<file path="config.mk">
export PLATFORM = sky130hd
export DESIGN_NAME = if_fetch_stage
export DESIGN_NICKNAME = d
export VERILOG_FILES = /design/src/rtl/pipeline_pkg.sv /design/src/rtl/pc_adder.sv /design/src/rtl/if_fetch_stage.sv
export SDC_FILE = /design/constraint.sdc
export NUM_CORES = 1
export LEC_CHECK = 0
export CELL_PAD_IN_SITES_DETAIL_PLACEMENT = 0
export CELL_PAD_IN_SITES_GLOBAL_PLACEMENT = 1
export CORE_UTILIZATION = 38
export DETAILED_ROUTE_END_ITERATION = 10
export PLACE_DENSITY = 0.93
export REMOVE_ABC_BUFFERS = 1
export SYNTH_ARGS = -nofsm -noshare
export SYNTH_HDL_FRONTEND = slang
export SYNTH_SLANG_ARGS = --single-unit
</file>
<file path="constraint.sdc">
create_clock -name clk -period 4.34 [get_ports clk]
set_clock_uncertainty 0.15 [all_clocks]
set_input_delay 0.434 -clock clk [delete_from_list [all_inputs] [get_ports clk]]
set_output_delay 0.434 -clock clk [all_outputs]
set_load 0.01 [all_outputs]
</file>
<file path="src/rtl/pipeline_pkg.sv">
// ----------------------------------------------------------------------------
// pipeline_pkg
// Shared definitions for the instruction-fetch pipeline front end.
//   DATA_W             : datapath / address width
//   RESET_PC_DEFAULT   : PC loaded by reset unless overridden
//   NOP_INSTR_DEFAULT  : instruction word used as an IF/ID bubble
//   PC_STEP            : sequential fetch increment (bytes)
//   fetch_state_e      : fetch-stage FSM encoding
// ----------------------------------------------------------------------------
package pipeline_pkg;

    localparam int DATA_W = 32;

    localparam logic [DATA_W-1:0] RESET_PC_DEFAULT  = 32'h0000_0000;
    localparam logic [DATA_W-1:0] NOP_INSTR_DEFAULT = 32'h0000_0000;
    localparam logic [DATA_W-1:0] PC_STEP           = 32'd4;

    typedef enum logic [1:0] {
        S_FETCH = 2'd0,
        S_DRAIN = 2'd1,
        S_HOLD  = 2'd2
    } fetch_state_e;

endpackage

</file>
<file path="src/rtl/pc_adder.sv">
// ----------------------------------------------------------------------------
// pc_adder
// Sequential-PC incrementer: pc_plus4 = pc_in + 4, modulo 2^32 (no carry out).
//   pc_in    in  32  current PC
//   pc_plus4 out 32  PC of the next sequential instruction
// ----------------------------------------------------------------------------
module pc_adder
    import pipeline_pkg::*;
(
    input  logic [DATA_W-1:0] pc_in,
    output logic [DATA_W-1:0] pc_plus4
);

    assign pc_plus4 = pc_in + PC_STEP;

endmodule

</file>
<file path="src/rtl/if_fetch_stage.sv">
// ----------------------------------------------------------------------------
// if_fetch_stage
// Instruction fetch stage: drives a non-cancellable instruction-memory request
// at the current PC and fills the IF/ID pipeline register, honouring decode
// stalls and branch redirects.
//   clk, reset            clock and synchronous active-high reset
//   branch_taken/_target  redirect request and address
//   stall                 hold IF/ID (decode hazard)
//   imem_req/_addr        memory request and address
//   imem_ack/_rdata       memory response
//   pc                    current fetch PC
//   if_id_instr/_pc4/_valid  IF/ID register contents
//
// state   | meaning
// --------+-------------------------------------------------------------
// S_FETCH | request outstanding at pc
// S_DRAIN | abandoned request still in flight at drain_addr; wait for ack
// S_HOLD  | fetched word parked in buf during a stall, no request
// ----------------------------------------------------------------------------
module if_fetch_stage
    import pipeline_pkg::*;
#(
    parameter logic [DATA_W-1:0] RESET_PC  = RESET_PC_DEFAULT,
    parameter logic [DATA_W-1:0] NOP_INSTR = NOP_INSTR_DEFAULT
)
(
    input  logic              clk,
    input  logic              reset,
    input  logic              branch_taken,
    input  logic [DATA_W-1:0] branch_target,
    input  logic              stall,
    output logic              imem_req,
    output logic [DATA_W-1:0] imem_addr,
    input  logic              imem_ack,
    input  logic [DATA_W-1:0] imem_rdata,
    output logic [DATA_W-1:0] pc,
    output logic [DATA_W-1:0] if_id_instr,
    output logic [DATA_W-1:0] if_id_pc4,
    output logic              if_id_valid
);

    fetch_state_e      state_q, state_d;
    logic [DATA_W-1:0] pc_q, pc_d;
    logic [DATA_W-1:0] drain_addr_q, drain_addr_d;
    logic [DATA_W-1:0] buf_q, buf_d;
    logic [DATA_W-1:0] instr_q, instr_d;
    logic [DATA_W-1:0] pc4_q, pc4_d;
    logic              valid_q, valid_d;
    logic [DATA_W-1:0] pc_plus4;

    pc_adder u_pc_adder (
        .pc_in    (pc_q),
        .pc_plus4 (pc_plus4)
    );

    always_comb begin
        state_d      = state_q;
        pc_d         = pc_q;
        drain_addr_d = drain_addr_q;
        buf_d        = buf_q;
        instr_d      = instr_q;
        pc4_d        = pc4_q;
        valid_d      = valid_q;

        if (branch_taken) begin
            // Redirect wins over stall; pc4 is left alone for bubbles.
            instr_d = NOP_INSTR;
            valid_d = 1'b0;
            pc_d    = branch_target;
            case (state_q)
                S_FETCH: begin
                    if (!imem_ack) begin
                        // Request cannot be withdrawn: remember its address.
                        state_d      = S_DRAIN;
                        drain_addr_d = pc_q;
                    end
                end
                S_DRAIN: begin
                    if (imem_ack) state_d = S_FETCH;
                end
                S_HOLD: begin
                    buf_d   = '0;
                    state_d = S_FETCH;
                end
                default: state_d = S_FETCH;
            endcase
        end else begin
            case (state_q)
                S_FETCH: begin
                    if (imem_ack) begin
                        if (stall) begin
                            buf_d   = imem_rdata;
                            state_d = S_HOLD;
                        end else begin
                            instr_d = imem_rdata;
                            pc4_d   = pc_plus4;
                            valid_d = 1'b1;
                            pc_d    = pc_plus4;
                        end
                    end else if (!stall) begin
                        instr_d = NOP_INSTR;
                        valid_d = 1'b0;
                    end
                end
                S_DRAIN: begin
                    if (imem_ack) state_d = S_FETCH;
                    if (!stall) begin
                        instr_d = NOP_INSTR;
                        valid_d = 1'b0;
                    end
                end
                S_HOLD: begin
                    if (!stall) begin
                        instr_d = buf_q;
                        pc4_d   = pc_plus4;
                        valid_d = 1'b1;
                        pc_d    = pc_plus4;
                        state_d = S_FETCH;
                    end
                end
                default: state_d = S_FETCH;
            endcase
        end
    end

    always_ff @(posedge clk) begin
        if (reset) begin
            state_q      <= S_FETCH;
            pc_q         <= RESET_PC;
            drain_addr_q <= '0;
            buf_q        <= '0;
            instr_q      <= NOP_INSTR;
            pc4_q        <= '0;
            valid_q      <= 1'b0;
        end else begin
            state_q      <= state_d;
            pc_q         <= pc_d;
            drain_addr_q <= drain_addr_d;
            buf_q        <= buf_d;
            instr_q      <= instr_d;
            pc4_q        <= pc4_d;
            valid_q      <= valid_d;
        end
    end

    // Reset gates the request immediately so no fetch is seen while held.
    assign imem_req    = !reset && (state_q != S_HOLD);
    assign imem_addr   = (state_q == S_DRAIN) ? drain_addr_q : pc_q;
    assign pc          = pc_q;
    assign if_id_instr = instr_q;
    assign if_id_pc4   = pc4_q;
    assign if_id_valid = valid_q;

endmodule
</file>
==> impl_results.md, run 1 <==
* Crit path launch type: register
* Seq/Total Area, Yosys at 44.5%
* PortBufs at about 200
* Crit Path Class: reg2out
* CP max-delay cell: ha_2
* FP Rows at 50
* Setup-failing EPs final at 0
* Initial antenna violation count at 1
* Synth Instances at approximately 900
* Synth warn at 0
* Largest net degree at the start of global routing at between 80 and 90
* Post-synth ARST share at 0%
* HP Class: in2reg
* Max Freq at 310 MHz
* DRC errors left at 0
* Clock-pin slew on the worst setup and hold paths at roughly 0.060 ns
* Clock root cell: clkbuf_16
* WHS Path Cells at 2
* Power share of the sequential group at roughly 44%
* Mapped cell area at ~0.0073 mm²
* Sw frac at between 20% and 30%
* Final net count at between 1000 and 1500
* Comb power frac at 15.1%
* Crit path launch: state_q[1]
* EDFF count, synth at 0
* Cell Pwr Density at around 370 mW/mm²
* Slowest stage delay, CP at a little over 0.8 ns
* CTS resizes at 0
* Reg2Reg Setup Slack at ~1.6 ns
* Register-to-Register Path Depth at 6
* Drt wl/cell at approximately 17 µm
* Maximum capacitance violations at 0
* Hpwl dp at around 15 mm
* Critical Path AT at roughly 2.6 ns
* Predominant post-synthesis flop cell: dfxtp_1
* Top-Level Pins at between 150 and 200
* Post-route cell area at about 0.01 mm²
* GP Congestion at about 0.78
* CP Capture Type: output pin
* Die height at between 100 and 150 µm
* Drt first pass iters at 5
* Die ar. at about 0.02 mm²
* Initial Util at between 30 and 40%
* Placed Instance Area at ~0.0094 mm²
* Unrepaired setup endpoints after global routing: false
* Clock insertion delay at the later pin of the skew report at 0.42 ns
* Postcts setup bufs at 0
* Final core occ at a little over half
* Unique masters post-synth at 52
* H-Tree Depth at 4
* Post-route ant nets at 0
* Worst VDD drop at approximately 300 µV
* Power share of the clock group at between 40% and 50%
* Initial DRC Count at between 400 and 500
* TritonCTS clock tree: built
* Cell internal pwr at around 2.8 mW
* Area of the core at about 0.019 mm²
* Vias at around 6800
* Worst endpoint required time at 3.76 ns
* Actual slew at the worst max-slew pin at between 1 and 1.5 ns
* Period minus WS final at 3.23 ns
* Reg2reg end: pc[14]
* Setup TNS at 0 ns
* Fraction of layout cells with a size suffix above 1 at between 8 and 9%
* Top post-synthesis cells by area: dfxtp_1, nor2_1, a21oi_1
* WHS at about 0.13 ns
* Vias in the first global route at roughly 6500
* P_leak at around 3.5 nW
* R2r startpoint: state_q[1]
* Clock sink total at around 160
* Max-slew violation count at 0
* Hold Crit Endpoint: drain_addr_q[1]
* Area growth, synth to finish at 36.3%
* First-pass GRT wire length at around 35 mm
* Status: finished clean
* Period utilisation layout at 74.3%
* NetSw at approximately 0.95 mW
* Crit path max fanout at 38
* Hold Path Origin: reset
* Global Route Usage Sum at between 20% and 30%
* Hold-fix buffers, CTS at 0
* Avg Cell Area, Syn at approximately 8.4 µm²
* Synth area leader: dfxtp_1
* Num CTS Buffers at 17
* Via density per instance at 5.27
* Share of the synthesized area in the top cell type at between 40% and 50%
* Chip width at about 140 µm
* Fin. Hold Viols at 0
* Total chip power at 3.71 mW
* Final wirelength at about 22 mm
* Yosys reg bits at 163
* Crit-path cells: inv_1, ha_2, mux2_2, clkdlybuf4s50_1
* Clock Tree Buf Depth at 2
* Grt total ovfl at 0
* Relative slew slack at around 17%
[registers in the layout, indices dropped and copies added (netlist names), named ones only]
register,count
buf_q,32
drain_addr_q,32
if_id_instr,32
if_id_pc4,32
pc,32
state_q,2
[cells in the mapped netlist, types with 2 or more instances]
cell,count
nor3_1,25
ha_1,5
a211oi_1,28
a22o_1,33
mux2i_1,2
a311oi_1,9
buf_4,4
nor2_1,126
and3_1,3
nand3_1,18
or3_1,7
o2bb2ai_1,4
o22ai_1,2
inv_1,7
a21oi_1,80
mux2_2,30
a22oi_1,32
buf_2,11
a21o_1,3
o31ai_1,3
or4_1,3
nor4_1,12
dfxtp_1,163
clkbuf_1,62
and4_4,2
and4_1,4
o31a_1,4
xor2_1,20
o21ai_0,12
and2_1,3
nand2_1,104
buf_1,6
nand4_1,8
nor2b_1,5
xnor2_1,17
[area by class of cell]
class | count | area [µm²]
Fill cell | 1748 | 8830
Multi-Input combinational cell | 619 | 3710
Sequential cell | 163 | 3260
Timing Repair Buffer | 211 | 2090
Clock buffer | 19 | 443
Tap cell | 260 | 325
Clock inverter | 10 | 136
Inverter | 8 | 30.0
Antenna cell | 1 | 2.50
[worst max-delay path by stage]
stage	endpoint	depth (start not counted)
floorplan	if_id_pc4[20]	7
global placement	buf_q[13]	5
detailed placement	buf_q[29]	5
CTS	imem_addr[30]	4
global route	imem_addr[30]	4
finish	imem_addr[30]	4
[cells by family after synthesis]
| family | synth area share [%] |
|---|---|
| buffers and inverters | 5.12 |
| AOI/OAI and AO/OA | 19.7 |
| xor gates and xnor gates | 4.42 |
| muxes | 5.07 |
| DFF | 44.5 |
| and+or+nand+nor | 20.4 |
| adders and majority gates | 0.853 |
[through the flow]
step / cells / worst slack [ns]
after detailed placement: 1261 / 1.23
after global placement: 1261 / 1.30
after floorplan: 790 / 1.18
after global routing: 1291 / 0.992
after CTS: 1290 / 1.06
final: 1291 / 1.11
[cell usage in the layout, fill, tap and decap left out, drive strengths merged, types with 6 or more instances in the layout]
cell type | Yosys | routed
clkbuf | 63 | 19
mux2 | 30 | 30
clkdlybuf4s50 | 0 | 197
nor3 | 27 | 27
nand4 | 8 | 8
nor2 | 127 | 127
a22oi | 32 | 32
a22o | 33 | 33
nor4 | 12 | 12
inv | 7 | 7
xor2 | 20 | 20
buf | 21 | 14
dfxtp | 163 | 163
nand2 | 104 | 104
xnor2 | 17 | 17
nand3 | 20 | 20
or3 | 8 | 8
a311oi | 9 | 9
a21oi | 80 | 80
o21ai | 12 | 12
and4 | 6 | 6
a211oi | 28 | 28
[metal layers]
layer	track usage, %	up-vias	share of wire, %
met3	3.63	47	4.2
met2	35.0	212	46
met4	11.0	0	3.1
met5	0	-	0
li1	-	3370	-
met1	29.7	3177	46
[critical path, delay by kind of cell (launching register included)]
kind / cells / cell delay (ns)
adder cells (fa/ha/maj): 1 / 0.83
multiplexers: 1 / 0.41
flip-flops: 1 / 0.33
buffers and inverters: 2 / 0.64
[power groups by stage]
| stage | sequential (mW) | combinational [mW] | clock, mW |
|---|---|---|---|
| after detailed placement | 1.67 | 0.559 | 0 |
| after CTS | 1.63 | 0.563 | 1.53 |
| after floorplan | 1.67 | 0.239 | 0 |
| after global placement | 1.67 | 0.554 | 0 |
| final | 1.63 | 0.560 | 1.51 |
| after global routing | 1.64 | 0.609 | 1.61 |
Power figures use the tool's default switching activity.
==> run 2, diff against run 1 <==
--- a/config.mk
+++ b/config.mk
@@ -7,9 +7,9 @@
 export LEC_CHECK = 0
 export CELL_PAD_IN_SITES_DETAIL_PLACEMENT = 0
 export CELL_PAD_IN_SITES_GLOBAL_PLACEMENT = 1
-export CORE_UTILIZATION = 38
+export CORE_UTILIZATION = 35
 export DETAILED_ROUTE_END_ITERATION = 10
-export PLACE_DENSITY = 0.93
+export PLACE_DENSITY = 0.87
 export REMOVE_ABC_BUFFERS = 1
 export SYNTH_ARGS = -nofsm -noshare
 export SYNTH_HDL_FRONTEND = slang
==> constraint.sdc (replaced) <==
create_clock -name clk -period 3.25 [get_ports clk]
set_clock_uncertainty 0.15 [all_clocks]
set_input_delay 0.325 -clock clk [delete_from_list [all_inputs] [get_ports clk]]
set_output_delay 0.325 -clock clk [all_outputs]
set_load 0.01 [all_outputs]
==> impl_results.md, run 2 (synthesized netlist as in run 1, its figures left out) <==
* Setup TNS at 0 ns (unchanged)
* Drt first pass iters at 5 (unchanged)
* Area of the core at 0.0204 mm² (+8.1%)
* CTS resizes at 0 (unchanged)
* Crit path launch type: register
* Grt total ovfl at 0 (unchanged)
* Crit path launch: state_q[1]
* Power share of the clock group at 41.7% (+0.9 points)
* Clock root cell: clkbuf_16
* NetSw at 1.34 mW (+40%)
* CP Capture Type: output pin
* Max-slew violation count at 0 (unchanged)
* P_leak at 3.58 nW (+2.0%)
* TritonCTS clock tree: built
* Hpwl dp at 14.8 mm (+1.4%)
* Clock Tree Buf Depth at 2 (unchanged)
* Vias in the first global route at 6156 (-5.2%)
* Fin cells at 1315 (+1.9%)
* Cell Pwr Density at 498 mW/mm² (+34%)
* PortBufs at 198 (unchanged)
* Setup WS pre-CTS at 0.417 ns (-0.818 ns)
* Num CTS Buffers at 17 (unchanged)
* Sw frac at 26.5% (+0.76 points)
* Area growth, synth to finish at 38.2%
* Top-Level Pins at 199 (unchanged)
* Total chip power at 5.05 mW (+36%)
* Hold-fix buffers, CTS at 0 (unchanged)
* Initial Util at 36.0% (-2.9 points)
* Cell internal pwr at 3.71 mW (+35%)
* Relative slew slack at 54.6% (+38 points)
* Vias at 6754 (-0.76%)
* Status: finished clean
* First-pass GRT wire length at 34.9 mm (+0.16%)
* Diodes inserted at 0 (-1)
* Global Route Usage Sum at 20.6% (-1.7 points)
* Setup-failing EPs final at 0 (unchanged)
* Postcts setup bufs at 0 (unchanged)
* Crit-path cells: inv_1, ha_2, buf_4, mux2_2, clkdlybuf4s50_1
* Final net count at 1106 (+1.1%)
* Maximum capacitance violations at 0 (unchanged)
* Final worst setup slack at 0.189 ns (-0.925 ns)
* Crit path max fanout at 21 (-45%)
* GP Congestion at 0.786 (+0.47%)
* Final wirelength at 22.4 mm (+2.8%)
* HP Class: in2reg
* DRC errors left at 0 (unchanged)
* R2r startpoint: state_q[0]
* Most frequent cells in the layout: clkdlybuf4s50_1, dfxtp_1, nor2_1, nand2_1, a21oi_1
* Cells after DPL at 1283 (+1.7%)
* Period utilisation layout at ~94%
* Max Freq at 327 MHz
* Chip width at 147 µm (+4.1%)
* Largest net degree at the start of global routing at 62 (-30%)
* H-Tree Depth at 4 (unchanged)
* CP max-delay cell: ha_2
* Slowest stage delay, CP at 0.58 ns (-0.25 ns)
* Comb power frac at 15.3% (+0.2 points)
* CP top delay family: buffers and inverters
* Post-route ant nets at 0 (unchanged)
* Fin. Hold Viols at 0 (unchanged)
* Initial antenna violation count at 0 (-1)
* Clock insertion delay at the later pin of the skew report at 0.42 ns (about the same)
* Crit Path Class: reg2out
* Period minus WS final at approximately 3.1 ns
* Drt wl/cell at 17.0 µm (+0.92%)
* Initial DRC Count at 369 (-25%)
* Fraction of layout cells with a size suffix above 1 at 9.67% (+1.4 points)
* Actual slew at the worst max-slew pin at 0.680 ns (-0.567 ns)
* FP Rows at 52 (+4.0%)
* Die ar. at 0.0215 mm² (+8.5%)
* Die height at 147 µm (+4.1%)
* Clock-pin slew on the worst setup and hold paths at 0.07 ns (about the same)
* Unrepaired setup endpoints after global routing: false
* Hold Path Origin: reset
* Most common cell after layout, fill and taps aside: clkdlybuf4s50_1
* Worst endpoint required time at 2.77 ns (-0.99 ns)
* Worst path bufs/invs at 3 (+1)
* Clock sink total at 163 (unchanged)
* Critical Path AT at 2.59 ns (-0.05 ns)
* Worst VDD drop at 344 µV (+16%)
* Via density per instance at 5.14 (-2.6%)
* Power share of the sequential group at 43.1% (-1.0 points)
-- run 2: changes by cell type in the layout (fill, tap and decap cells not counted) --
cell and change:
buf_4 +12, clkbuf_1 -1, clkinv_2 -2, clkinvlp_4 +2, diode_2 -1, inv_6 +4
-- run 2: stage by stage --
step / util [%] / instance area [µm²] / hold slack (ns)
2_1_floorplan: - / 6990 / 0.244
3_3_place_gp: 46.8 / 9520 / 0.289
3_5_place_dp: 46.8 / 9520 / 0.293
4_1_cts: 49.8 / 10100 / 0.153
5_1_grt: 49.8 / 10100 / 0.170
6_report: 49.8 / 10100 / 0.166
-- run 2: final timing paths --
check	to	slack (ns)	depth (start not counted)
hold / removal	pc[1]	0.17	2
setup / recovery	imem_addr[15]	0.19	5
setup reg to reg	pc[17]	0.58	7
hold reg to reg	drain_addr_q[25]	0.30	2
-- run 2: worst reg2reg max path, delay by kind of cell (launching register included) --
family | cells | cell delay [ns]
multiplexers | 1 | 0.50
flip-flops | 1 | 0.39
AO/OA/AOI/OAI | 1 | 0.26
AND/OR/NAND/NOR | 2 | 0.72
XOR/XNOR | 1 | 0.16
adder cells (fa/ha/maj) | 1 | 0.32
buffers and inverters | 1 | 0.08
-- run 2: cell type report --
class                      instances  area [µm²]
clock buffer                      18         439
clock inverter                    14         176
fill                            1923       10200
inverter                           8        30.0
multi-input combinational        619        3710
sequential                       163        3260
tap                              270         338
timing repair buffer             223        2180
-- run 2: power groups by stage --
stage                     Combinational [mW]  Clock [mW]  Sequential (mW)
final                                  0.770        2.10             2.17
after global routing                   0.833        2.24             2.19
after CTS                              0.775        2.14             2.17
after detailed placement               0.772           0             2.22
after global placement                 0.765           0             2.22
after floorplan                        0.320           0             2.23
-- run 2: routing by layer --
layer | wire length (µm) | GRT usage [%]
met5 | 0 | 0
met4 | 338 | 6.46
met3 | 941 | 3.45
met2 | 10600 | 33.0
met1 | 10500 | 28.1
==> run 3, diff against run 2 <==
--- a/config.mk
+++ b/config.mk
@@ -7,9 +7,11 @@
 export LEC_CHECK = 0
 export CELL_PAD_IN_SITES_DETAIL_PLACEMENT = 0
 export CELL_PAD_IN_SITES_GLOBAL_PLACEMENT = 1
-export CORE_UTILIZATION = 35
+export CORE_UTILIZATION = 37
+export CTS_BUF_LIST = sky130_fd_sc_hd__clkbuf_2
+export CTS_CLUSTER_SIZE = 10
 export DETAILED_ROUTE_END_ITERATION = 10
-export PLACE_DENSITY = 0.87
+export PLACE_DENSITY = 0.91
 export REMOVE_ABC_BUFFERS = 1
 export SYNTH_ARGS = -nofsm -noshare
 export SYNTH_HDL_FRONTEND = slang
==> impl_results.md, run 3 (synthesized netlist as in run 1, its figures left out) <==
* Status: finished clean
* HP Class: in2reg
* Via density per instance at 5.26 (+2.3%)
* Die ar. at 0.0204 mm² (-5.3%)
* Critical Path AT at 2.52 ns (-0.07 ns)
* DRC errors left at 0 (unchanged)
* Largest net degree at the start of global routing at 56 (-9.7%)
* Maximum capacitance violations at 0 (unchanged)
* Most frequent cells in the layout: clkdlybuf4s50_1, dfxtp_1, nor2_1, nand2_1, a21oi_1
* Clock root cell: clkbuf_2
* WL met3 at 1.07 mm (+14%)
* Crit Path Class: reg2out
* Initial DRC Count at 434 (+18%)
* Worst endpoint required time at 2.77 ns (about the same)
* Max Freq at 334 MHz (+2.3%)
* Clock sink total at 163 (unchanged)
* Chip width at 143 µm (-2.7%)
* Vias in the first global route at 6399 (+3.9%)
* Total chip power at 4.00 mW (-21%)
* Crit path max fanout at 15 (-29%)
* Drt first pass iters at 5 (unchanged)
* Reg2Reg Setup Slack at 0.50 ns (-0.08 ns)
* Fin. Hold Viols at 0 (unchanged)
* Clock insertion delay at the later pin of the skew report at 0.76 ns (+0.34 ns)
* Initial Util at 37.7% (+1.7 points)
* CP Capture Type: output pin
* Max-slew violation count at 0 (unchanged)
* Initial antenna violation count at 1 (+1)
* FP Rows at 51 (-1.9%)
* Most common cell after layout, fill and taps aside: clkdlybuf4s50_1
* Reg2reg end: pc[16]
* Top-Level Pins at 199 (unchanged)
* Hold Path Origin: imem_rdata[22]
* Cell Pwr Density at 387 mW/mm² (-22%)
* Area taken by multi-input logic gates at 0.00372 mm² (+0.27%)
* Reg area at 0.00326 mm² (unchanged)
* Setup TNS at 0 ns (unchanged)
* Crit path launch type: register
* Final wirelength at 22.5 mm (+0.57%)
* Slowest stage delay, CP at 0.53 ns (-0.05 ns)
* R2r startpoint: state_q[0]
* Actual slew at the worst max-slew pin at 1.11 ns (+0.429 ns)
* Post-route ant nets at 0 (unchanged)
* Relative slew slack at 26.0% (-29 points)
* Vias at 7180 (+6.3%)
* First-pass GRT wire length at 34.5 mm (-1.2%)
* Grt total ovfl at 0 (unchanged)
* P_leak at 3.65 nW (+2.0%)
* Area of the core at 0.0195 mm² (-4.4%)
* Clock-pin slew on the worst setup and hold paths at 0.24 ns (+0.17 ns)
* Drt wl/cell at 16.5 µm (-3.2%)
* Num CTS Buffers at 17 (unchanged)
* WHS Path Cells at 2 (unchanged)
* Setup-failing EPs final at 0 (unchanged)
* CP max-delay cell: clkdlybuf4s50_1
* PortBufs at 198 (unchanged)
* Fraction of layout cells with a size suffix above 1 at 8.55% (-1.1 points)
* Worst path bufs/invs at 3 (unchanged)
* Worst VDD drop at 185 µV (-46%)
* H-Tree Depth at 4 (unchanged)
* Hold Crit Endpoint: buf_q[22]
* Period minus WS final at 2.99 ns (-0.0683 ns)
* Global Route Usage Sum at 21.8% (+1.2 points)
* Clock Tree Buf Depth at 2 (unchanged)
* GP Congestion at 0.766 (-2.5%)
* TritonCTS clock tree: built
* Met2 WL at 10.8 mm (+1.6%)
* Fill cell count at 1819 (-5.4%)
* Unrepaired setup endpoints after global routing: false
* Hpwl dp at 14.6 mm (-1.4%)
* Period utilisation layout at 92.1% (-2.1 points)
* Routed metal-1 wirelength at 10.1 mm (-4.4%)
* Crit-path cells: inv_1, ha_4, buf_12, mux2_2, clkdlybuf4s50_1
* Final net count at 1163 (+5.2%)
* Top Metal Used: met4
* Register-to-Register Path Depth at 7 (unchanged)
* CP top delay family: buffers and inverters
* Die height at 143 µm (-2.7%)
* Area growth, synth to finish at 40.6%
run 3: cell types whose count changed in the layout (fill, tap and decap cells not counted), moves of 2 or more:
cell,delta
clkbuf_16,-17
clkinv_1,+3
buf_4,-4
buf_12,+2
clkbuf_2,+19
dlygate4sd3_1,+59
bufinv_16,-2
inv_6,-3
run 3: final cells by class:
cell class / count / share of cell area [%]
clock inverters: 11 / 0.873
inverters: 8 / 0.291
multi-input cells: 619 / 36.1
diodes: 1 / 0.0243
clock buffers: 19 / 0.922
flip-flops and latches: 163 / 31.6
well taps: 265 / 3.21
repair buffers: 280 / 27.0
run 3: repair_timing:
action                                  in CTS  in global routing
setup buffers                                0                  2
hold buffers                                42                 17
endpoints found under the setup margin      21                 18
endpoints found under the hold margin       75                 17
resized for setup                            1                  0
gates cloned                                 0                  0
run 3: through the flow:
stage	std cells	hold slack (ns)	setup slack [ns]	instance area (µm²)	utilization, %
floorplan	790	0.244	0.0868	6990	-
global placement	1274	0.288	0.527	9500	48.8
detailed placement	1274	0.293	0.486	9500	48.8
CTS	1346	0.000334	0.00822	10100	52.0
global route	1366	0.000832	0.112	10300	53.0
finish	1366	0.0575	0.257	10300	53.0
run 3: per-layer routing:
layer	GRT usage (%)	up-vias
met5	0	-
met2	35.2	217
met1	28.5	3408
met4	8.49	0
met3	4.19	37
li1	-	3518
run 3: power by group:
group	switching, mW	internal (mW)	total [mW]
logic	0.394	0.442	0.835
registers	0.0917	2.09	2.18
clock network	0.719	0.264	0.983
total	1.20	2.79	4.00
run 3: how the worst max path moves through the flow:
stage                     from       endpoint  slack (ns)  cells after the start
finish              state_q[1]  imem_addr[30]        0.26                      5
floorplan           state_q[0]  if_id_pc4[20]        0.09                      7
CTS                 state_q[1]  imem_addr[20]       0.008                      5
detailed placement    imem_ack         pc[16]        0.49                      6
global route        state_q[1]  imem_addr[30]        0.11                      5
global placement      imem_ack         pc[16]        0.53                      6
